### src/rtl/pipe_ctrl.sv
// Pipeline controller: per-stage stall arbitration, exception flush/redirect, run FSM and
// stall-length watchdog. Define PIPE_PERF_CNT_EN to build the stall/bubble perf counters.
module pipe_ctrl #(
  parameter int unsigned MAX_STALL  = 64,
  parameter logic [31:0] EXC_VECTOR = 32'h0000_0020,
  parameter logic [31:0] ERET_CODE  = 32'h0000_000e
) (
  input  logic        clk,
  input  logic        rst,
  input  logic        stallreq_from_if,
  input  logic        stallreq_from_id,
  input  logic        stallreq_from_ex,
  input  logic        stallreq_from_mem,
  input  logic [31:0] excepttype_i,
  input  logic [31:0] cp0_epc_i,
  output logic [5:0]  stall,
  output logic        flush,
  output logic [31:0] new_pc,
  output logic [1:0]  state_o,
  output logic        stall_timeout_o,
  output logic [31:0] stall_cycles_o,
  output logic [31:0] bubble_cnt_o
);

  typedef enum logic [1:0] {
    StRun   = 2'd0,
    StStall = 2'd1,
    StFlush = 2'd2
  } state_e;

  localparam logic [31:0] MaxStall  = 32'(MAX_STALL);
  localparam logic        WdEnabled = (MAX_STALL != 0);

  state_e      state_q;
  logic [31:0] run_cnt_q;
  logic        timeout_q;
  logic        exc_hit;
  logic        any_req;
  logic        stalling;

  assign exc_hit  = (excepttype_i != 32'h0);
  assign any_req  = stallreq_from_if | stallreq_from_id | stallreq_from_ex | stallreq_from_mem;
  assign stalling = (stall != 6'b000000);

  // Same-cycle outputs so stage registers act on the edge that sees the request.
  always_comb begin
    stall  = 6'b000000;
    flush  = 1'b0;
    new_pc = 32'h0;
    if (rst) begin
      stall  = 6'b000000;
    end else if (exc_hit) begin
      flush  = 1'b1;
      new_pc = (excepttype_i == ERET_CODE) ? cp0_epc_i : EXC_VECTOR;
    end else if (stallreq_from_mem) begin
      stall = 6'b011111;
    end else if (stallreq_from_ex) begin
      stall = 6'b001111;
    end else if (stallreq_from_id) begin
      stall = 6'b000111;
    end else if (stallreq_from_if) begin
      stall = 6'b000011;
    end
  end

  always_ff @(posedge clk) begin
    if (rst) begin
      state_q <= StRun;
    end else if (exc_hit) begin
      state_q <= StFlush;
    end else if (any_req) begin
      state_q <= StStall;
    end else begin
      state_q <= StRun;
    end
  end

  assign state_o = state_q;

  // Run counter saturates at MAX_STALL; the sticky flag trips on the edge it reaches it.
  always_ff @(posedge clk) begin
    if (rst) begin
      run_cnt_q <= 32'h0;
      timeout_q <= 1'b0;
    end else begin
      if (flush || !stalling) begin
        run_cnt_q <= 32'h0;
      end else if (WdEnabled && (run_cnt_q < MaxStall)) begin
        run_cnt_q <= run_cnt_q + 32'h1;
      end
      if (WdEnabled && stalling && (run_cnt_q == MaxStall - 32'h1)) begin
        timeout_q <= 1'b1;
      end
    end
  end

  assign stall_timeout_o = timeout_q;

`ifdef PIPE_PERF_CNT_EN
  logic [31:0] stall_cycles_q;
  logic [31:0] bubble_cnt_q;

  // A bubble enters id_ex only when id holds and ex keeps moving.
  always_ff @(posedge clk) begin
    if (rst) begin
      stall_cycles_q <= 32'h0;
      bubble_cnt_q   <= 32'h0;
    end else begin
      if (stalling && (stall_cycles_q != 32'hFFFF_FFFF)) begin
        stall_cycles_q <= stall_cycles_q + 32'h1;
      end
      if (stall[2] && !stall[3] && (bubble_cnt_q != 32'hFFFF_FFFF)) begin
        bubble_cnt_q <= bubble_cnt_q + 32'h1;
      end
    end
  end

  assign stall_cycles_o = stall_cycles_q;
  assign bubble_cnt_o   = bubble_cnt_q;
`else
  assign stall_cycles_o = 32'h0;
  assign bubble_cnt_o   = 32'h0;
`endif

endmodule

### config.mk
export PLATFORM = sky130hd
export DESIGN_NAME = pipe_ctrl
export DESIGN_NICKNAME = d
export VERILOG_FILES = /design/src/rtl/pipe_ctrl.sv
export SDC_FILE = /design/constraint.sdc
export NUM_CORES = 1
export LEC_CHECK = 0
export ABC_CLOCK_PERIOD_IN_PS = 3650
export BUFFER_PORTS_ARGS = -buffer_cell sky130_fd_sc_hd__buf_4
export CORE_ASPECT_RATIO = 1.4
export CORE_MARGIN = 1
export CORE_UTILIZATION = 41
export DETAILED_ROUTE_END_ITERATION = 8
export PLACE_DENSITY = 0.85
export SETUP_SLACK_MARGIN = 0.1
export SLEW_MARGIN = 20
export SYNTH_ARGS = -nofsm -noshare
export SYNTH_HDL_FRONTEND = slang
export SYNTH_SLANG_ARGS = --single-unit
### constraint.sdc
create_clock -name clk -period 3.65 [get_ports clk]
set_clock_uncertainty 0.2 [all_clocks]
set_input_delay 0 -clock clk [delete_from_list [all_inputs] [get_ports clk]]
set_output_delay 0 -clock clk [all_outputs]
set_load 0.03 [all_outputs]
# Word-level counts from Yosys, hierarchy flattened
# Index checks and enable logic that the tools add are counted.
# classes
addsub	1
multipliers	0
n_div	0
magnitude_cmp	1
eq_ne	2
n_shift	0
mux	13
bitwise	3
reduce_logical	7
# op_table
cell	count
$mux 32	3
$add 32x1->32 const B	1
$eq 32x4->1 const B	1
$eq 32x6->1 const B	1
$lt 32x7->1 const B	1
$reduce_bool 32->1	1
$mux 5	3
$reduce_bool 6->1	1
$mux 2	2
$mux 4	1
$reduce_or 2->1	2
$mux 1	3
$mux 3	1
$or 1x1->1	3
$logic_and 1x1->1	1
$logic_not 1->1	1
$logic_or 1x1->1	1
# totals
reg_bits	35
latchBits	0
mem_bits_rw	0
romBits	0
inputBits	70
out_inout_bits	106
word_cells	31
n_memories	0

# Depth between registers and ports, before layout
# Gate-level depths: netlist (run 1).
# logic_depth
ltp_word	10
mapped_depth	7
depth_no_buf	5

# Worst setup path after synthesis (run 1)
# OpenSTA, ideal clock, no wires.
# synth_path
path_type	flip-flop to flip-flop
from	register run_cnt_q[26]
to	register run_cnt_q[2]
setup_time_ns	0.070
arrival_ns	1.455
t_required_ns	3.380
path_slack_ns	1.925
path_stages_with_launch	6
n_path_buf	1
period_less_slack_ns	1.725
path_cell_list	dfxtp_1 -> nor4_1 -> nand4_1 -> buf_2 -> or4_1 -> a21oi_1
# synth_between
elab_chain_cells	1
# synth_lines
element	line	source
start: declaration	35	logic [31:0] run_cnt_q;
start signal: assignment	89	run_cnt_q <= run_cnt_q + 32'h1;
$lt 32x7->1	88	end else if (WdEnabled && (run_cnt_q < MaxStall)) begin
# No other way between the ends.
# A chain may end at the register's enable or synchronous reset.

# Final worst setup path (run 1)
# layout_path
from	input port rst
to	output port stall[1]
# layout_between
elab_chain_cells	1
# layout_lines
element	line	source
start: declaration	9	input logic rst,
$mux 5	50	if (rst) begin
end: declaration	16	output logic [5:0] stall,
# No other way between the ends.

==> metrics.yaml, run 1 <==
outcome: "finished clean"
synthCells: 234
dp_worst_setup_slack_ns: 1.52
finalPower_uw: 807
max_freq_mhz: 451
h-tree-depth: 2
syn_area_per_cell_um2: 8.82
maxCapViolCount: 0
io_pins: 176
design_area_um2: 2790
start_util: 0.426
vias: 1821
cts_buffer_depth: 2
port_buffers: 110
drt-total-wl_mm: 5.51
drive_gt1_frac: 0.370
clk-insertion-delay-late_ns: 0.28
via_per_inst: 4.44
clockRootBuffer: "clkbuf_8"
crit_fanout: 30
drt-pass1-iter-count: 4
row_count: 30
grtUsageTotal: 0.197
peakVddDrop_mv: 0.308
die_h_um: 86.0
yosys_warnings: 0
path_clk_slew_ns: 0.07
drc_errors: 0
grt-ovfl-total: 0
finalSetupViolations: 0
powerDensity_nw_per_um2: 289
grt_max_degree: 31
gp_congestion: 0.863
cts_buffers: 5
hold_class: "input pin to flop"
yosysSeqAreaShare: 0.339
grt_pass1_vias: 1560
dp_hpwl_mm: 4.55
ys_seq_elements: 35
fill_cells: 444
tns_ns: 0
finalNetCount: 416
power.leakage_nw: 1.43
wl_per_cell_um: 13.4
worstPathArrival_ns: 2.02
maxSlewViolCount: 0
instances_no_fill: 410
async_reset_ff_frac: 0
die-width_um: 62.0
post-cts-setup-buffers: 0
clock-sinks: 35
diodes: 0
tritoncts: "built"
critPathLaunchType: "input pin"
final_antenna_net_count: 0
finalCriticalPeriod_ns: 2.22
layout_setup_ws_ns: 1.43
area_growth_pct: 35.0
hold_slack_ns: 0.0350
design.die.area_um2: 5330
dpl.cell_count: 400
grt_pass1_wl_mm: 7.51
slew_headroom: 0.556
dpl_cell_area_um2: 2680
tightest_slew_ns: 0.665
critPathCaptureType: "output pin"
hold_viol: 0
synth_area_um2: 2060
synth_edf_count: 0
initialDrtViolationCount: 32
core_area_um2: 4840
r2r_setup_slack_ns: 1.55
final_util: 0.576
cts_resized: 0
critical_path_required_ns: 3.45
fin_crit_sh: 0.607
antenna_found_initial: 0
rsz0062_at_grt: "no"
worstSetupPathType: "input pin to output pin"
rr_worst_depth: 4
synthDistinctLibCells: 29
worstHoldPathCells: 5
synth_ff_type: "dfxtp_1"
path summary, 6_finish.rpt:
| kind | end | from |
|---|---|---|
| worst max-delay path | stall[1] | rst |
| worst min-delay path | run_cnt_q[0]$_SDFFE_PP0N_ | excepttype_i[1] |
| worst max register to register | run_cnt_q[3]$_SDFFE_PP0N_ | run_cnt_q[26]$_SDFFE_PP0N_ |
| worst min register to register | run_cnt_q[27]$_SDFFE_PP0N_ | run_cnt_q[27]$_SDFFE_PP0N_ |
timing repair:
item	CTS	global route
endpoints found under the hold margin	8	0
setup endpoints to repair	0	0
hold buffers	2	0
Yosys cell counts (all sizes together), types with 2 or more instances:
cell | n | area share
buf | 69 | 0.25
and2 | 58 | 0.18
dfxtp | 35 | 0.34
nor4 | 16 | 0.064
nand4 | 6 | 0.018
a21oi | 5 | 0.012
inv | 5 | 0.0091
clkbuf | 4 | 0.0097
nand3 | 4 | 0.015
nor2 | 4 | 0.0073
nor3 | 4 | 0.0097
o21a | 4 | 0.015
o31ai | 4 | 0.015
or4 | 4 | 0.015
and4 | 2 | 0.0085
o21ai | 2 | 0.0048
or3 | 2 | 0.0085
power breakdown:
part | switching (mW) | internal (mW) | total (mW)
sequential | 0.000177 | 0.382 | 0.383
combinational | 0.111 | 0.0524 | 0.163
clock | 0.131 | 0.130 | 0.261
state kept, by name, indices dropped and copies added, names as in the netlist:
signal and count:
run_cnt_q 32, stall_timeout_o 1, state_o 2
worst max-delay path, stage by stage:
cell and delay, ns:
dlygate4sd3_1 0.55, buf_4 0.17, nor3_1 0.26, nand3_2 0.20, inv_1 0.55, buf_4 0.28
area by class of cell:
cell class                      instances  area (um2)  share of cell area
Timing Repair Buffer                  113         853               0.306
Multi-Input combinational cell        185        1050               0.377
Clock buffer                            5        68.8              0.0247
Sequential cell                        35         701               0.251
Clock inverter                          3        15.0             0.00539
Tap cell                               64        80.1              0.0287
Inverter                                5        18.8             0.00673
layer usage:
| layer | part of all wire | GRT usage | vias to the layer above |
|---|---|---|---|
| met1 | 0.41 | 0.250 | 809 |
| met2 | 0.46 | 0.316 | 127 |
| met3 | 0.13 | 0.0603 | 6 |
| met5 | 0 | 0 | - |
| li1 | - | - | 879 |
| met4 | 0.0054 | 0.0545 | 0 |
cells in the final DEF, fill, tap and decap left out, types with 3 or more instances in the layout:
cell type  count
buf_4        111
conb_1        65
and2_1        57
dfxtp_1       35
nor4_1        11
nand4_1        6
inv_1          5
a21oi_1        5
clkbuf_8       5
nor2_1         4
nor3_1         4
o21a_1         4
nor4_2         4
o31ai_1        4
or4_1          4
clkinv_2       3
cells by family (layout without fill, tap and decap cells):
family,count (synthesis),in the layout,share of synthesized area
flops,35,35,0.339
buf+inv,78,126,0.272
other cells,1,65,0.00182
fa+ha+maj,1,1,0.00606
compound gates,18,18,0.0576
simple gates,101,101,0.323
Note: power is estimated with default switching activity, not from simulation.
==> run 2: changes to the inputs <==
Settings changed: ABC_AREA set to 1, ABC_CLOCK_PERIOD_IN_PS 3650 to 2250, CORE_UTILIZATION 41 to 42, PLACE_DENSITY 0.85 to 0.82.
Clock period 3.65 ns to 2.25 ns, I/O delays scaled along.
==> metrics.yaml, run 2 <==
largest_register_ffs: 32  # unchanged
peakVddDrop_mv: 0.192  # -38%
powerDensity_nw_per_um2: 464  # +61%
start_util: 0.443  # +0.0163
finalCriticalPeriod_ns: 1.64
synth_commonest_cells: "nor2_1 (76), inv_1 (70), buf_4 (66)"
clockRootBuffer: "clkbuf_8"
fin_crit_sh: 0.727
syn_area_per_cell_um2: 7.01  # -21%
max_freq_mhz: 611
drive_gt1_frac: 0.341  # -0.0287
area_growth_pct: 27.9
initialDrtViolationCount: 92  # +190%
power.leakage_nw: 1.68  # +18%
maxSlewViolCount: 0  # unchanged
cpMostUsedCell: "nor2_1"
gp_congestion: 0.790  # -8.4%
cts_buffer_depth: 2  # unchanged
synth_area_um2: 2480  # +20%
yosysSeqAreaShare: 0.282  # -0.0570
tritoncts: "built"
h-tree-depth: 2  # unchanged
synthCells: 354  # +51%
rsz0062_at_grt: "no"
tightest_slew_ns: 0.583  # -0.0819 ns
grt_pass1_wl_mm: 8.06  # +7.4%
synth_top_area_share: 0.282  # -0.0570
slowest_stage: "dfxtp_1"
row_count: 32  # +6.7%
hold_viol: 0  # unchanged
hold_slack_ns: 0.0246  # -0.0104 ns
largest_register: "run_cnt_q"
antenna_found_initial: 0  # unchanged
synthDistinctLibCells: 27  # -6.9%
r2r_end: "run_cnt_q[5]$_SDFFE_PP0N_"
slowest_delay_ns: 0.31  # -0.24 ns
drt-pass1-iter-count: 4  # unchanged
maxCapViolCount: 0  # unchanged
clock-sinks: 35  # unchanged
rr_worst_depth: 9  # +5
cts_resized: 0  # unchanged
die-width_um: 67.0  # +8.1%
grt-ovfl-total: 0  # unchanged
finalPower_mw: 1.47  # +83%
critical_path_required_ns: 2.27  # -1.18 ns
finalNetCount: 533  # +28%
post-cts-setup-buffers: 0  # unchanged
slew_headroom: 0.611  # +0.0550
cts_buffers: 5  # unchanged
die_h_um: 92.9  # +8.1%
synth_ff_type: "dfxtp_1"
worstHoldPathCells: 4  # -1
ys_seq_elements: 35  # unchanged
layout_common_cells: "buf_4 (113), nor2_1 (76), inv_1 (70)"
worstReg2RegStart: "run_cnt_q[12]$_SDFFE_PP0N_"
yosys.area.top_type: "dfxtp_1"
outcome: "finished clean"
wl_per_cell_um: 9.85  # -27%
core_area_um2: 5610  # +16%
synth_most_common_cell: "nor2_1"
multi_input_area_um2: 1160  # +11%
final_antenna_net_count: 0  # unchanged
crit_path_cell_trace: "nor2_1, nand3_1, nor2_1, nand2_1, nor2_4, nand2_1, o21bai_1, inv_1, nor2_1"
async_reset_ff_frac: 0  # unchanged
yosys_warnings: 0  # unchanged
synth_edf_count: 0  # unchanged
r2r_setup_slack_ns: 0.61  # -0.94 ns
design.die.area_um2: 6220  # +17%
io_pins: 176  # unchanged
drt-total-wl_mm: 5.23  # -5.0%
fill_cells: 527  # +19%
yosys-top-cells-area: "dfxtp_1 (28%), buf_4 (20%), nor3_2 (12%)"
worstPathArrival_ns: 1.66  # -0.36 ns
hold_buffers: 0  # -2
critPathLaunchType: "flop"
grtUsageTotal: 0.170  # -0.0275
crit_fanout: 7  # -77%
drc_errors: 0  # unchanged
port_buffers: 110  # unchanged
hold_class: "input pin to flop"
path_clk_slew_ns: 0.07  # about the same
diodes: 0  # unchanged
grt_max_degree: 33  # +6.5%
via_per_inst: 4.16  # -6.4%
critPathCaptureType: "flop"
mostFrequentLayoutCell: "buf_4"
worstSetupPathType: "flop to flop"
hp-start: "rst"
grt_pass1_vias: 1949  # +25%
vias: 2208  # +21%
seqCellArea_um2: 701  # unchanged
hold_end: "state_o[1]$_SDFF_PP0_"
clk-insertion-delay-late_ns: 0.29  # about the same
finalSetupViolations: 0  # unchanged
dp_hpwl_mm: 4.35  # -4.4%
tns_ns: 0  # unchanged
run 2: changes by cell type in the layout (fill, tap and decap cells not counted), moves of 5 or more:
cell     delta
nor3_2     +30
nand3_1     +5
inv_1      +65
nor2_1     +72
nand2_1    +33
and2_1     -57
nor4_1     -11
run 2: layer usage:
metal,vias to the layer above,routed length [um],global-route usage,part of all wire
li1,1125,-,-,-
met1,964,1920,0.191,0.37
met2,104,2800,0.294,0.54
met3,15,376,0.0394,0.072
met4,0,138,0.0762,0.026
met5,-,0,0,0
run 2: cell families after synthesis:
family,Yosys count,share of synthesized area
and+or+nand+nor,161,0.341
buffers and inverters,146,0.345
DFF,35,0.282
AOI/OAI and AO/OA,9,0.0207
xor gates and xnor gates,1,0.00353
adders and majority gates,1,0.00504
other,1,0.00151
run 2: area by class of cell:
type                    instances  area share
clock inverters                 3      0.0138
repair buffers                113       0.267
well taps                      68      0.0268
flip-flops and latches         35       0.221
inverters                      70      0.0828
clock buffers                   5      0.0217
multi-input cells             237       0.367
run 2: worst max-delay path by stage:
stage	endpoint	slack [ns]	cells past startpoint	start
floorplan	new_pc[31]	0.69	7	excepttype_i[31]
global placement	run_cnt_q[1]$_SDFFE_PP0N_	0.56	9	excepttype_i[15]
detailed placement	run_cnt_q[1]$_SDFFE_PP0N_	0.50	9	excepttype_i[15]
CTS	new_pc[5]	0.60	10	excepttype_i[15]
global route	run_cnt_q[5]$_SDFFE_PP0N_	0.43	9	run_cnt_q[20]$_SDFFE_PP0N_
finish	run_cnt_q[5]$_SDFFE_PP0N_	0.61	9	run_cnt_q[12]$_SDFFE_PP0N_
run 2: critical path: cells and delay by family (launching register included):
family	cells	cell delay, ns
compound gates	1	0.15
buf+inv	1	0.06
flops	1	0.31
simple gates	7	0.84
run 2: report_power, final:
| part | switching [mW] | total, mW | internal, mW |
|---|---|---|---|
| registers | 0.000191 | 0.620 | 0.620 |
| logic | 0.204 | 0.295 | 0.0906 |
| clock network | 0.229 | 0.559 | 0.329 |
run 2: stage by stage:
step	utilization	setup WS, ns	std cells	area [um2]
CTS	0.566	0.596	531	3170
global placement	0.546	0.565	523	3060
finish	0.566	0.613	531	3170
floorplan	-	0.695	418	2720
detailed placement	0.546	0.504	523	3060
global route	0.566	0.427	531	3170
